[config.mk]
export PLATFORM = sky130hd
export DESIGN_NAME = high_pass_moving_avg
export DESIGN_NICKNAME = d
export VERILOG_FILES = /design/src/rtl/high_pass_moving_avg.sv
export SDC_FILE = /design/constraint.sdc
export NUM_CORES = 1
export LEC_CHECK = 0
export BUFFER_PORTS_ARGS = -buffer_cell sky130_fd_sc_hd__buf_2
export CAP_MARGIN = 20
export CORE_ASPECT_RATIO = 0.9
export CORE_UTILIZATION = 64
export CTS_BUF_LIST = sky130_fd_sc_hd__clkbuf_4 sky130_fd_sc_hd__clkbuf_8
export CTS_CLUSTER_SIZE = 28
export DETAILED_ROUTE_END_ITERATION = 6
export GPL_ROUTABILITY_DRIVEN = 0
export HOLD_SLACK_MARGIN = 0.06
export PLACE_DENSITY = 0.89
export SETUP_SLACK_MARGIN = 0.4
export SLEW_MARGIN = 25
export SYNTH_ARGS = -nofsm -noshare
export SYNTH_HDL_FRONTEND = slang
export SYNTH_SLANG_ARGS = --single-unit
export TNS_END_PERCENT = 5
[constraint.sdc]
create_clock -name clk -period 3.7 [get_ports clk]
set_input_delay 0.185 -clock clk [delete_from_list [all_inputs] [get_ports clk]]
set_output_delay 0.185 -clock clk [all_outputs]
set_load 0.01 [all_outputs]
[src/rtl/high_pass_moving_avg.sv]
// high_pass_moving_avg: subtracts a power-of-two moving-window average from a
// centre-delayed copy of the input. The first stage updates the window, the
// running sum and the fill state. The second stage registers a saturated
// high-pass sample together with a one-cycle valid pulse.
module high_pass_moving_avg #(
  parameter int DATA_WIDTH  = 16,
  parameter int LOG2_WINDOW = 3
) (
  input  logic                         clk,
  input  logic                         rst_n,
  input  logic                         enable,
  input  logic                         clear,
  input  logic signed [DATA_WIDTH-1:0] sample_in,
  output logic signed [DATA_WIDTH-1:0] sample_out,
  output logic                         out_valid,
  output logic                         primed
);

  localparam int N  = 1 << LOG2_WINDOW;
  localparam int AW = DATA_WIDTH + LOG2_WINDOW;

  typedef enum logic {
    FILL = 1'b0,
    RUN  = 1'b1
  } state_t;

  // Sign-extend a sample to accumulator width.
  function automatic logic signed [AW-1:0] sext_acc(input logic signed [DATA_WIDTH-1:0] x);
    sext_acc = {{LOG2_WINDOW{x[DATA_WIDTH-1]}}, x};
  endfunction

  // Clamp a (DATA_WIDTH+1)-bit difference into the DATA_WIDTH signed range.
  function automatic logic signed [DATA_WIDTH-1:0] saturate(input logic signed [DATA_WIDTH:0] v);
    if (v[DATA_WIDTH] != v[DATA_WIDTH-1]) begin
      if (v[DATA_WIDTH]) begin
        saturate = {1'b1, {(DATA_WIDTH-1){1'b0}}};
      end else begin
        saturate = {1'b0, {(DATA_WIDTH-1){1'b1}}};
      end
    end else begin
      saturate = v[DATA_WIDTH-1:0];
    end
  endfunction

  logic signed [DATA_WIDTH-1:0]  d_r [N];
  logic signed [AW-1:0]          sum_r;
  logic [LOG2_WINDOW-1:0]        fill_cnt_r;
  state_t                        state_r;
  logic                          pend_valid_r;

  logic                          accept_s;
  logic signed [DATA_WIDTH-1:0]  avg_s;
  logic signed [DATA_WIDTH-1:0]  centre_s;
  logic signed [DATA_WIDTH:0]    hp_s;

  // A clear in the same cycle as a strobe discards the sample.
  assign accept_s = enable & ~clear;

  // Average and high-pass difference from the window as it stands after the update.
  always_comb begin
    // Upper bits of the sum are the arithmetic right shift by LOG2_WINDOW.
    avg_s    = sum_r[AW-1:LOG2_WINDOW];
    centre_s = d_r[N/2];
    hp_s     = {centre_s[DATA_WIDTH-1], centre_s} - {avg_s[DATA_WIDTH-1], avg_s};
  end

  // Delay line and running sum; the sum is wide enough to never overflow.
  always_ff @(posedge clk or negedge rst_n) begin
    if (!rst_n) begin
      sum_r <= '0;
      for (int i = 0; i < N; i++) d_r[i] <= '0;
    end else if (clear) begin
      sum_r <= '0;
      for (int i = 0; i < N; i++) d_r[i] <= '0;
    end else if (accept_s) begin
      sum_r <= sum_r + sext_acc(sample_in) - sext_acc(d_r[N-1]);
      d_r[0] <= sample_in;
      for (int i = 1; i < N; i++) d_r[i] <= d_r[i-1];
    end else begin
      sum_r <= sum_r;
    end
  end

  // Fill/run state machine; raises primed and flags samples that produce output.
  always_ff @(posedge clk or negedge rst_n) begin
    if (!rst_n) begin
      state_r      <= FILL;
      fill_cnt_r   <= '0;
      primed       <= 1'b0;
      pend_valid_r <= 1'b0;
    end else if (clear) begin
      state_r      <= FILL;
      fill_cnt_r   <= '0;
      primed       <= 1'b0;
      pend_valid_r <= 1'b0;
    end else begin
      case (state_r)
        FILL: begin
          if (accept_s && (fill_cnt_r == LOG2_WINDOW'(N - 1))) begin
            state_r      <= RUN;
            fill_cnt_r   <= '0;
            primed       <= 1'b1;
            pend_valid_r <= 1'b1;
          end else if (accept_s) begin
            fill_cnt_r   <= fill_cnt_r + LOG2_WINDOW'(1);
            pend_valid_r <= 1'b0;
          end else begin
            pend_valid_r <= 1'b0;
          end
        end
        RUN: begin
          pend_valid_r <= accept_s;
        end
        default: begin
          state_r      <= FILL;
          fill_cnt_r   <= '0;
          primed       <= 1'b0;
          pend_valid_r <= 1'b0;
        end
      endcase
    end
  end

  // Output register: saturated high-pass sample plus one-cycle valid pulse.
  always_ff @(posedge clk or negedge rst_n) begin
    if (!rst_n) begin
      sample_out <= '0;
      out_valid  <= 1'b0;
    end else if (clear) begin
      out_valid  <= 1'b0;
    end else if (pend_valid_r) begin
      sample_out <= saturate(hp_s);
      out_valid  <= 1'b1;
    end else begin
      out_valid  <= 1'b0;
    end
  end

endmodule
Word level (Yosys, flattened, before mapping)
Index checks and enable logic that the tools add are counted.
{"block": "word_totals", "elab_cells": 52, "output_inout_bits": 18, "register_bits": 170}
{"block": "classes", "n_bitwise": 3, "mux": 20, "eq_ne": 3, "addsub": 4, "n_reduce_logical": 7}
{"cell": "128-bit two-way mux", "n": 2}
{"cell": "19-bit two-way mux", "n": 2}
{"cell": "16-bit two-way mux", "n": 2}
{"cell": "19-bit by 16-bit adder with 19-bit output", "n": 1}
{"cell": "19-bit by 16-bit subtractor with 19-bit output", "n": 1}
{"cell": "16-bit by 16-bit subtractor with 17-bit output", "n": 1}
{"cell": "3-bit two-way mux", "n": 4}
{"cell": "1-bit two-way mux", "n": 9}
{"cell": "2-bit AND reduction", "n": 3}
{"cell": "2-bit nonzero test", "n": 2}
{"cell": "3-bit by 1-bit adder with 3-bit output (second input constant)", "n": 1}
{"cell": "3-bit == test (second input constant)", "n": 1}
{"cell": "3-bit nonzero test", "n": 1}
{"cell": "2-bit inequality test (second input constant)", "n": 1}
{"cell": "1-bit inverter", "n": 2}
{"cell": "1-bit case mux with 2 select lines", "n": 1}
{"cell": "1-bit bitwise AND", "n": 1}
{"cell": "1-bit logical AND", "n": 1}
{"cell": "1-bit inequality test", "n": 1}

Depth between registers and ports, before layout
Gate-level depths: netlist of the first run.
{"block": "depth", "ltp_word": 6, "ltp_mapped": 14}

Worst setup path before layout of the first run
OpenSTA, ideal clock, no wires.
{"block": "synth_path", "path_type": "reg2reg", "startpoint": "register d_r[1] (netlist bit)", "endpoint": "register sum_r[17]", "period_less_slack_ns": 2.766, "t_arrival_ns": 2.638, "setup_slack_ns": 0.934, "t_required_ns": 3.572, "stages_incl_launch_ff": 12, "cell_sequence": "dfrtp_1 > fa_1 > inv_1 > ha_1 > a211oi_1 > o211ai_1 > a41o_1 > a21oi_2 > nor2b_1 > a221oi_1 > xor2_1 > o21ai_1"}
{"block": "synth_via", "elab_chain_cells": 3}
{"element": "start, declared", "line": "45", "rtl": "logic signed [DATA_WIDTH-1:0] d_r [N];"}
{"element": "19-bit by 16-bit subtractor with 19-bit output", "line": "76", "rtl": "sum_r <= sum_r + sext_acc(sample_in) - sext_acc(d_r[N-1]);"}
{"element": "19-bit two-way mux", "line": "75", "rtl": "end else if (accept_s) begin"}
{"element": "19-bit two-way mux", "line": "72", "rtl": "end else if (clear) begin"}
{"element": "end signal, assigned", "line": "76"}
{"element": "end signal, assigned", "line": "80", "rtl": "sum_r <= sum_r;"}
{"element": "end, declared", "line": "46", "rtl": "logic signed [AW-1:0] sum_r;"}
No other way between the ends. The select of a mux whose other input is x is not followed.
A chain may end at the register's enable or synchronous reset.

Worst setup path after layout of the first run
{"block": "layout_path", "startpoint": "input port sample_in[1]", "endpoint": "register sum_r[17]"}
{"block": "layout_via", "elab_chain_cells": 4}
{"element": "start, declared", "line": "13", "rtl": "input logic signed [DATA_WIDTH-1:0] sample_in,"}
{"element": "19-bit by 16-bit adder with 19-bit output", "line": "76"}
{"element": "19-bit by 16-bit subtractor with 19-bit output", "line": "76"}
{"element": "19-bit two-way mux", "line": "75"}
{"element": "19-bit two-way mux", "line": "72"}
No other way between the ends. The select of a mux whose other input is x is not followed.

==> results.cfg, run 1 <==
[sta]
min_period_ns = 3.07
worst_pin_slew_ns = 0.999
fin_ws_ns = 0.632
setup_tns_ns = 0
setup_viol = 0
maxSlewViolCount = 0
slew_headroom = 0.334
fmax_mhz = 326
grt_setup_unrepaired = no
fin_skew_ns = 0.0168
finalCritPeriodShare = 0.829
hold_viol = 0

[clock_tree]
post_cts_buffers = 0
path_clk_slew_ns = 0.09
cts-buffers-inserted = 17
h-tree-depth = 4
cts_tree = yes
cts.sinks = 170
post_cts_resized = 0
clockBufferDepth = 2
root_buffer = clkbuf_8
clk_latency_ns = 0.47

[final_layout]
fin_nets = 982
fin_util = 0.725
drive_above_1_share = 0.0926
n_fill_cell = 911
antenna_cells = 0
fin_cells = 1086
area_delta_synth_final_pct = 9.25
seqCellArea_sq_mm = 0.00425
multi_input_comb_area_sq_mm = 0.00424

[routing]
wire_per_inst_um = 15.7
remaining_drc_errors = 0
first_pass_iters = 4
antenna_left = 0
routed_via_density = 5.58
dr.first_iter.drc_count = 424
totalWireLength_mm = 17.0
vias = 6058

[power_and_ir_drop]
power_density_mw_per_mm2 = 566
p_leak_nw = 5.13
power.total_w = 0.00553
ir_worst_vdd_v = 0.000464

[global_routing]
grt_pass1_vias = 5956
grt_usage = 0.260
grt_max_degree = 106
antenna_found_initial = 0
grt_first_pass_wirelength_mm = 29.0
overflow = 0

[min_path]
holdCritPathClass = input port to register
whs_path_depth = 3

[floorplanning]
fp.dieArea_sq_mm = 0.0144
fp.dieW_um = 127
num_io_pins = 38
core_sq_mm = 0.0135
fp-row-count = 40
initial_utilization = 0.664
die_y_um = 114

[logic_synthesis]
synth-seq-cells = 170
seq_area_frac_synth = 0.476
avgSynthCellArea_sq_um = 10.3
synth_edf_count = 0
synth_cell_types = 51
yosys_warnings = 0
synth_nets = 943
syn-cell-area_sq_mm = 0.00894
ys_async_sr_fraction = 1.00
synthFlopType = dfrtp_1
syn_inst = 866

[worst_setup_path]
critical_path_arrival_ns = 3.40
critPathKind = input port to register
crit_top_cell = inv_1
crit_chain = dlygate4sd3_1 -> buf_2 -> inv_1 -> fa_1 -> inv_1 -> ha_1 -> a211oi_1 -> o211ai_1 -> a41o_1 -> a21oi_2 -> nor2b_1 -> a221oi_1 -> xor2_1 -> o21ai_1
cpMaxStageDelayCell = fa_1
worstPathMaxFanout = 2
r2r_cells = 11
start_kind = input port
required_ns = 4.04
max_stage_delay_ns = 0.58
crit_path_end_kind = register

[placement]
post-dp-hpwl_mm = 11.7
dp_slack_ns = 0.709
dpl.cell_count = 1038
port_buffers = 37

[run]
cap_violations = 0

[outcome]
outcome = finished, final reports clean
==> path summary, 6_finish.rpt <==
path	start	endpoint	slack [ns]
max in group asynchronous	rst_n	d_r[113]	2.54
max	sample_in[1]	sum_r[17]	0.63
min	sample_in[15]	d_r[127]	0.08
min reg2reg	sample_out[3]	sample_out[3]	0.49
max reg2reg	d_r[1]	sum_r[17]	0.67
min in group asynchronous	rst_n	fill_cnt_r[2]	0.28
==> flip-flops by register name, indices dropped and copies added (netlist names) <==
name and flops:
fill_cnt_r 3, centre_s 16, state_r 1, d_r 112, sum_r 19, pend_valid_r 1, sample_out 16, primed 1
out_valid 1
==> through the flow <==
stage / area (sq um) / hold WS (ns)
after detailed placement: 9250 / 0.217
after floorplan: 8940 / -0.111
after CTS: 9770 / 0.0651
after global routing: 9770 / 0.0697
final: 9770 / 0.0825
after global placement: 9250 / 0.217
==> metal layers <==
layer  vias up  GRT usage  wire (um)
met4         0     0.0884        297
met2       106      0.433       8370
met1      2974      0.342       7850
li1       2953          -          -
met5         -          0          0
met3        25     0.0565        507
==> area by class of cell <==
class / instances / share of cell area
Sequential cell: 170 / 0.436
Multi-Input combinational cell: 579 / 0.434
Timing Repair Buffer: 58 / 0.0423
Inverter: 79 / 0.0304
Clock buffer: 21 / 0.0270
Tap cell: 168 / 0.0215
Clock inverter: 11 / 0.00910
==> layout by cell type (no fill, tap or decap), types with 13 or more instances in the layout <==
| cell type | instances |
|---|---|
| inv_1 | 79 |
| xnor2_1 | 13 |
| nor2_1 | 171 |
| ha_1 | 38 |
| dlygate4sd3_1 | 16 |
| mux2i_1 | 138 |
| clkbuf_8 | 18 |
| a21oi_1 | 23 |
| nand2_1 | 32 |
| buf_2 | 34 |
| xor2_1 | 16 |
| dfrtp_1 | 170 |
| fa_1 | 19 |
| o21ai_1 | 28 |
==> cells in the mapped netlist (2+ instances only) <==
| master | n | area, sq um |
|---|---|---|
| ha_1 | 38 | 475 |
| a21oi_1 | 23 | 115 |
| a21oi_2 | 2 | 17.5 |
| buf_1 | 17 | 63.8 |
| nor2_1 | 171 | 642 |
| and3_1 | 3 | 18.8 |
| a31oi_1 | 4 | 25.0 |
| o21bai_1 | 2 | 15.0 |
| fa_1 | 19 | 380 |
| inv_1 | 79 | 297 |
| o21ai_1 | 28 | 140 |
| a21o_1 | 9 | 67.6 |
| maj3_2 | 5 | 56.3 |
| xnor2_1 | 13 | 114 |
| dfrtp_1 | 170 | 4250 |
| o31ai_1 | 4 | 30.0 |
| nor2b_1 | 7 | 43.8 |
| xor2_1 | 16 | 140 |
| nand2b_1 | 8 | 50.1 |
| mux2i_1 | 138 | 1380 |
| a211oi_1 | 8 | 60.1 |
| nand2_1 | 32 | 120 |
| nand3_1 | 4 | 20.0 |
| buf_2 | 2 | 10.0 |
| o21a_1 | 3 | 22.5 |
| o21ai_0 | 10 | 50.1 |
| clkbuf_1 | 18 | 67.6 |
| nor3_1 | 10 | 50.1 |
==> cells by family after synthesis <==
family,after synthesis,synth area share
and+or+nand+nor,241,0.111
buffers and inverters,117,0.0498
xor gates and xnor gates,29,0.0284
adders and majority gates,62,0.102
DFF,170,0.476
muxes,138,0.155
AOI/OAI and AO/OA,109,0.0785
==> critical path: cells and delay by family <==
kind | cells | cell delay (ns)
compound gates | 6 | 1.30
simple gates | 1 | 0.10
fa+ha+maj | 2 | 0.88
xor+xnor | 1 | 0.19
buf+inv | 4 | 0.75
==> repair_timing <==
action	in CTS	in global routing
setup endpoints to repair	0	0
endpoints found under the hold margin	80	0
hold buffers	16	0
==> report_power, final <==
part | internal (W) | switching (W) | leakage, nW
logic | 0.000985 | 0.00132 | 2.62
registers | 0.00196 | 0.0000604 | 2.34
clock network | 0.000503 | 0.000693 | 0.175
total | 0.00345 | 0.00208 | 5.13
(Power assumes the default switching activity.)
==> run 2: changes to the inputs <==
ABC_AREA = 1   (was unset)
CORE_UTILIZATION = 58   (was 64)
PLACE_DENSITY = 0.86   (was 0.89)
clock period = 2.5 ns   (was 3.7 ns; I/O delays follow)
==> run 2 against run 1 <==
Net effect:
- total power is 54% higher
- final cell count is 16% higher
- cell area is 2.7% higher
- non-clock buffer count is 18 higher
- via count is 13% higher
- clock skew is 0.0016 ns lower
- synthesized cell count is 14% higher
- critical path type is now register to register
- largest power group unchanged
==> results.cfg, run 2 <==
[placement]
dpl.cell_count = 1204
post-dp-hpwl_mm = 13.0
port_buffers = 37
dp_slack_ns = 0.00361

[final_layout]
antenna_cells = 0
fin_cells = 1260
drive_above_1_share = 0.168
seqCellArea_sq_mm = 0.00425
top_regs = d_r: 112 flops, sum_r: 19 flops
n_fill_cell = 1088
final_common_cell = inv_1
fin_nets = 1128
final_cell_mix = inv_1, dfrtp_1, nand2_1
top_register = d_r
multi_input_comb_area_sq_mm = 0.00370
area_delta_synth_final_pct = 15.4
largest_reg_flops = 112

[clock_tree]
h-tree-depth = 4
cts_tree = yes
clk_latency_ns = 0.49
clockBufferDepth = 2
root_buffer = clkbuf_8
path_clk_slew_ns = 0.09
cts-buffers-inserted = 17
cts.sinks = 170

[sta]
maxSlewViolCount = 0
setup_viol = 0
fin_ws_ns = 0.0731
worst_pin_slew_ns = 0.569
fmax_mhz = 412
hold_viol = 0
finalCritPeriodShare = 0.971
grt_setup_unrepaired = yes
min_period_ns = 2.43
fin_skew_ns = 0.0152
holdWs_ns = 0.142
slew_headroom = 0.621

[logic_synthesis]
avgSynthCellArea_sq_um = 8.79
synth_edf_count = 0
syn_inst = 989
yosys.area.top_type = dfrtp_1
synth_cell_types = 35
syn-cell-area_sq_mm = 0.00869
synth_nets = 1066
synth_area_leaders = dfrtp_1, inv_1, o22ai_1
synth-seq-cells = 170
synth_commonest_cells = inv_1, dfrtp_1, nand2_1
synthFlopType = dfrtp_1
yosys_warnings = 0
synth_top_cell_area_share = 0.489
synth.most_common_cell = inv_1
seq_area_frac_synth = 0.489
ys_async_sr_fraction = 1.00

[worst_setup_path]
start_kind = register
worstPathMaxFanout = 5
critical_path_arrival_ns = 2.77
max_stage_delay_ns = 0.50
cp.buffers_inverters = 1
crit_top_cell = nand2_1
required_ns = 2.84
crit_path_end_kind = register
crit_chain = fa_1 -> inv_1 -> ha_1 -> nand2_1 -> nor2_2 -> nand3b_1 -> nand3_2 -> nand2_1 -> nand2_1 -> nand2_1 -> nand2_1 -> o22ai_1
critPathKind = register to register
cpMaxStageDelayCell = fa_1
cp_top_family = simple AND/OR/NAND/NOR gates

[power_and_ir_drop]
p_leak_nw = 4.88
power_frac_comb = 0.431
power_density_mw_per_mm2 = 847
power.total_w = 0.00850
seqPwrFrac = 0.349
ir_worst_vdd_v = 0.000543
p_clk_frac = 0.220
internal_power_w = 0.00509
swShare = 0.401
power.switching_w = 0.00340

[global_routing]
antenna_found_initial = 0
grt_pass1_vias = 6599
grt_first_pass_wirelength_mm = 31.6
grt_max_degree = 69
overflow = 0
grt_usage = 0.266

[routing]
vias = 6846
remaining_drc_errors = 0
routed_via_density = 5.43
antenna_left = 0
first_pass_iters = 4
totalWireLength_mm = 19.2
wire_per_inst_um = 15.3
dr.first_iter.drc_count = 475

[floorplanning]
initial_utilization = 0.593
die_y_um = 118
fp.dieArea_sq_mm = 0.0155
core_sq_mm = 0.0147
fp.dieW_um = 131
fp-row-count = 42
num_io_pins = 38

[run]
cap_violations = 0

[min_path]
holdCritPathClass = input port to async pin

[outcome]
outcome = finished, final reports clean
==> run 2: cells by family after synthesis <==
group | share of synthesized area
AOI/OAI and AO/OA | 0.153
xor gates and xnor gates | 0.0131
adders and majority gates | 0.0984
buffers and inverters | 0.117
DFF | 0.489
and+or+nand+nor | 0.129
==> run 2: layer usage <==
metal | vias up | track usage | share of wire
met5 | - | 0 | 0
met4 | 0 | 0.127 | 0.033
met3 | 52 | 0.0525 | 0.049
met2 | 206 | 0.404 | 0.47
met1 | 3287 | 0.364 | 0.45
li1 | 3301 | - | -
==> run 2: area by class of cell <==
class,instances,area share
well taps,198,0.0247
flip-flops and latches,170,0.424
inverters,232,0.0871
repair buffers,76,0.0577
clock inverters,9,0.00910
multi-input cells,554,0.369
clock buffers,21,0.0282
==> run 2: stage by stage <==
step / utilization / area [sq um] / setup TNS (ns)
global placement: 0.625 / 9160 / 0
floorplan: - / 8710 / 0
CTS: 0.671 / 9840 / 0
detailed placement: 0.625 / 9160 / 0
global route: 0.684 / 10000 / -0.167
finish: 0.684 / 10000 / 0
==> run 2: final timing paths <==
| path | slack [ns] | to | depth (start not counted) | from |
|---|---|---|---|---|
| hold / removal | 0.14 | d_r[93] | 2 | rst_n |
| min in group clk | 0.19 | sum_r[18] | 5 | enable |
| hold reg to reg | 0.48 | sum_r[11] | 2 | sum_r[11] |
| setup / recovery | 0.07 | sum_r[13] | 12 | d_r[8] |
| max in group asynchronous | 1.67 | d_r[83] | 3 | rst_n |
| setup reg to reg | 0.07 | sum_r[13] | 12 | d_r[8] |
==> run 2: power by group through the flow <==
| stage | clock, W | sequential, W | combinational [W] |
|---|---|---|---|
| 2_1_floorplan | 0 | 0.00301 | 0.00240 |
| 3_3_place_gp | 0 | 0.00301 | 0.00303 |
| 3_5_place_dp | 0 | 0.00302 | 0.00313 |
| 4_1_cts | 0.00190 | 0.00296 | 0.00336 |
| 5_1_grt | 0.00201 | 0.00298 | 0.00405 |
| 6_report | 0.00187 | 0.00297 | 0.00366 |
==> run 2: what timing repair did <==
action	CTS	global route
endpoints found under the hold margin	190	0
endpoints found under the setup margin	30	31
hold buffers	18	0
buffers inserted	6	2
pin swaps	8	23
resized for setup	23	40
==> run 2: worst register-to-register path: stages (launching register included) <==
cell,delay (ns)
dfrtp_1,0.41
fa_1,0.50
inv_1,0.04
ha_1,0.35
nand2_1,0.16
nor2_2,0.20
nand3b_1,0.14
nand3_2,0.16
nand2_1,0.06
nand2_1,0.08
nand2_1,0.05
nand2_1,0.05
o22ai_1,0.06
==> run 3: changes to the inputs <==
CORE_MARGIN = 10   (was unset)
CORE_UTILIZATION = 56   (was 58)
CTS_BUF_LIST = unset   (was sky130_fd_sc_hd__clkbuf_4 sky130_fd_sc_hd__clkbuf_8)
PLACE_DENSITY = 0.83   (was 0.86)
clock period = 2.05 ns   (was 2.5 ns; I/O delays follow)
==> run 3 against run 2 <==
Net effect:
- the run now ends with negative setup slack left
- clock-buffer cell count is 1 lower
- via count is 5.4% higher
- first-iteration DRC count is 37% higher
- core utilization is 2.4 points higher
- clock power is 74% higher
- critical path type unchanged
- largest power group unchanged
==> results.cfg, run 3 (synthesis results as in run 2) <==
[min_path]
holdCritPathClass = input port to register
holdPathEnd = sum_r[0]
whs_path_depth = 4
min_from = sample_in[0]

[sta]
grt_setup_unrepaired = yes
slew_headroom = 0.611
fmax_mhz = 415
setup_viol = 30
maxSlewViolCount = 0
hold_viol = 0
min_period_ns = 2.41
finalCritPeriodShare = 1.18
fin_ws_ns = -0.360
worst_pin_slew_ns = 0.584
fin_skew_ns = 0.0100

[floorplanning]
num_io_pins = 38
fp-row-count = 43
fp.dieW_um = 151
die_y_um = 138
core_sq_mm = 0.0153
fp.dieArea_sq_mm = 0.0209
initial_utilization = 0.567

[clock_tree]
clk_latency_ns = 0.44
path_clk_slew_ns = 0.07
root_buffer = clkbuf_16
cts_tree = yes
cts.sinks = 170
clockBufferDepth = 2
h-tree-depth = 4
cts-buffers-inserted = 17

[routing]
remaining_drc_errors = 0
antenna_left = 0
routed_via_density = 5.44
vias = 7219
wire_per_inst_um = 16.3
dr.first_iter.drc_count = 649
totalWireLength_mm = 21.7
first_pass_iters = 6

[power_and_ir_drop]
internal_power_w = 0.00790
swShare = 0.370
power_frac_comb = 0.452
seqPwrFrac = 0.289
ir_worst_vdd_v = 0.000793
p_clk_frac = 0.259
power.switching_w = 0.00465
power_density_mw_per_mm2 = 1150
power.total_w = 0.0125
p_leak_nw = 5.31

[run]
cap_violations = 0

[worst_setup_path]
regToRegSetupSlack_ns = -0.36
worstPathMaxFanout = 4
critical_path_arrival_ns = 2.73
reg2reg_to = sum_r[15]
required_ns = 2.37
crit_path_end_kind = register
critPathKind = register to register
reg2reg_from = d_r[1]
r2r_cells = 12
start_kind = register

[global_routing]
grt_pass1_vias = 7376
use_met2 = 0.333
grt_first_pass_wirelength_mm = 35.6
use_met1 = 0.265
grt_max_degree = 128
grt_util_met3 = 0.0467
antenna_found_initial = 0
overflow = 0
grt_usage = 0.208
grt.busiest_layer = met2

[final_layout]
n_fill_cell = 1078
largest_reg_flops = 112
fin_nets = 1191
drive_above_1_share = 0.240
area_delta_synth_final_pct = 25.0
top_regs = d_r: 112 flops, sum_r: 19 flops
final_cell_mix = inv_1, dfrtp_1, nand2_1
top_register = d_r
antenna_cells = 0
final_common_cell = inv_1

[outcome]
violations = negative setup slack
outcome = complete, but fails checks

[placement]
post-dp-hpwl_mm = 14.4
dp_slack_ns = -0.501
port_buffers = 37
-- run 3: metrics by stage --
stage	setup TNS [ns]	std cells	util	area (sq um)	hold WS, ns
floorplan	-1.31	989	-	8710	-0.193
finish	-4.63	1328	0.709	10900	0.0915
CTS	-3.36	1325	0.696	10700	0.0572
global route	-8.39	1328	0.709	10900	0.0795
detailed placement	-7.10	1281	0.634	9720	0.0607
global placement	-5.00	1281	0.634	9720	0.0532
-- run 3: cell type report --
cell class                      count  area (sq um)  area share
Tap cell                          202           253      0.0233
Inverter                          232           877      0.0807
Clock inverter                     11           145      0.0134
Timing Repair Buffer              139          1050      0.0968
Sequential cell                   170          4260       0.392
Clock buffer                       20           447      0.0411
Multi-Input combinational cell    554          3840       0.353
-- run 3: metal layers --
layer / vias to the layer above / wire length (um)
met4: 0 / 823
met5: - / 0
met1: 3464 / 8990
li1: 3428 / -
met2: 265 / 10600
met3: 62 / 1310
-- run 3: power by group through the flow --
stage,Sequential (W),Clock (W),Combinational [W]
final,0.00363,0.00325,0.00567
after global routing,0.00364,0.00345,0.00618
after CTS,0.00362,0.00329,0.00509
after detailed placement,0.00368,0,0.00468
after global placement,0.00367,0,0.00456
after floorplan,0.00368,0,0.00293
-- run 3: worst max-delay path by stage --
stage | start | to | slack [ns]
final | d_r[1] | sum_r[15] | -0.36
after global routing | sum_r[0] | sum_r[16] | -0.45
after CTS | d_r[1] | sum_r[15] | -0.30
after detailed placement | d_r[2] | sum_r[15] | -0.50
after global placement | d_r[2] | sum_r[15] | -0.39
after floorplan | d_r[0] | sum_r[16] | -0.18
-- run 3: timing repair --
action,in CTS,in global routing
endpoints found under the setup margin,34,35
gates cloned,0,0
setup buffers,3,3
endpoints found under the hold margin,180,0
hold buffers,10,0
gates resized for setup,47,47
pin swaps,28,16
-- run 3: critical path: stages (launching register included) --
cell and delay, ns:
dfrtp_1 0.40, fa_2 0.57, inv_2 0.05, ha_4 0.27, nand4_1 0.12, nor2_1 0.15
nor2_2 0.10, o21ai_4 0.25, nand2_1 0.13, nand2_1 0.08, nand2_1 0.05, nand3_1 0.08
nand2_1 0.05
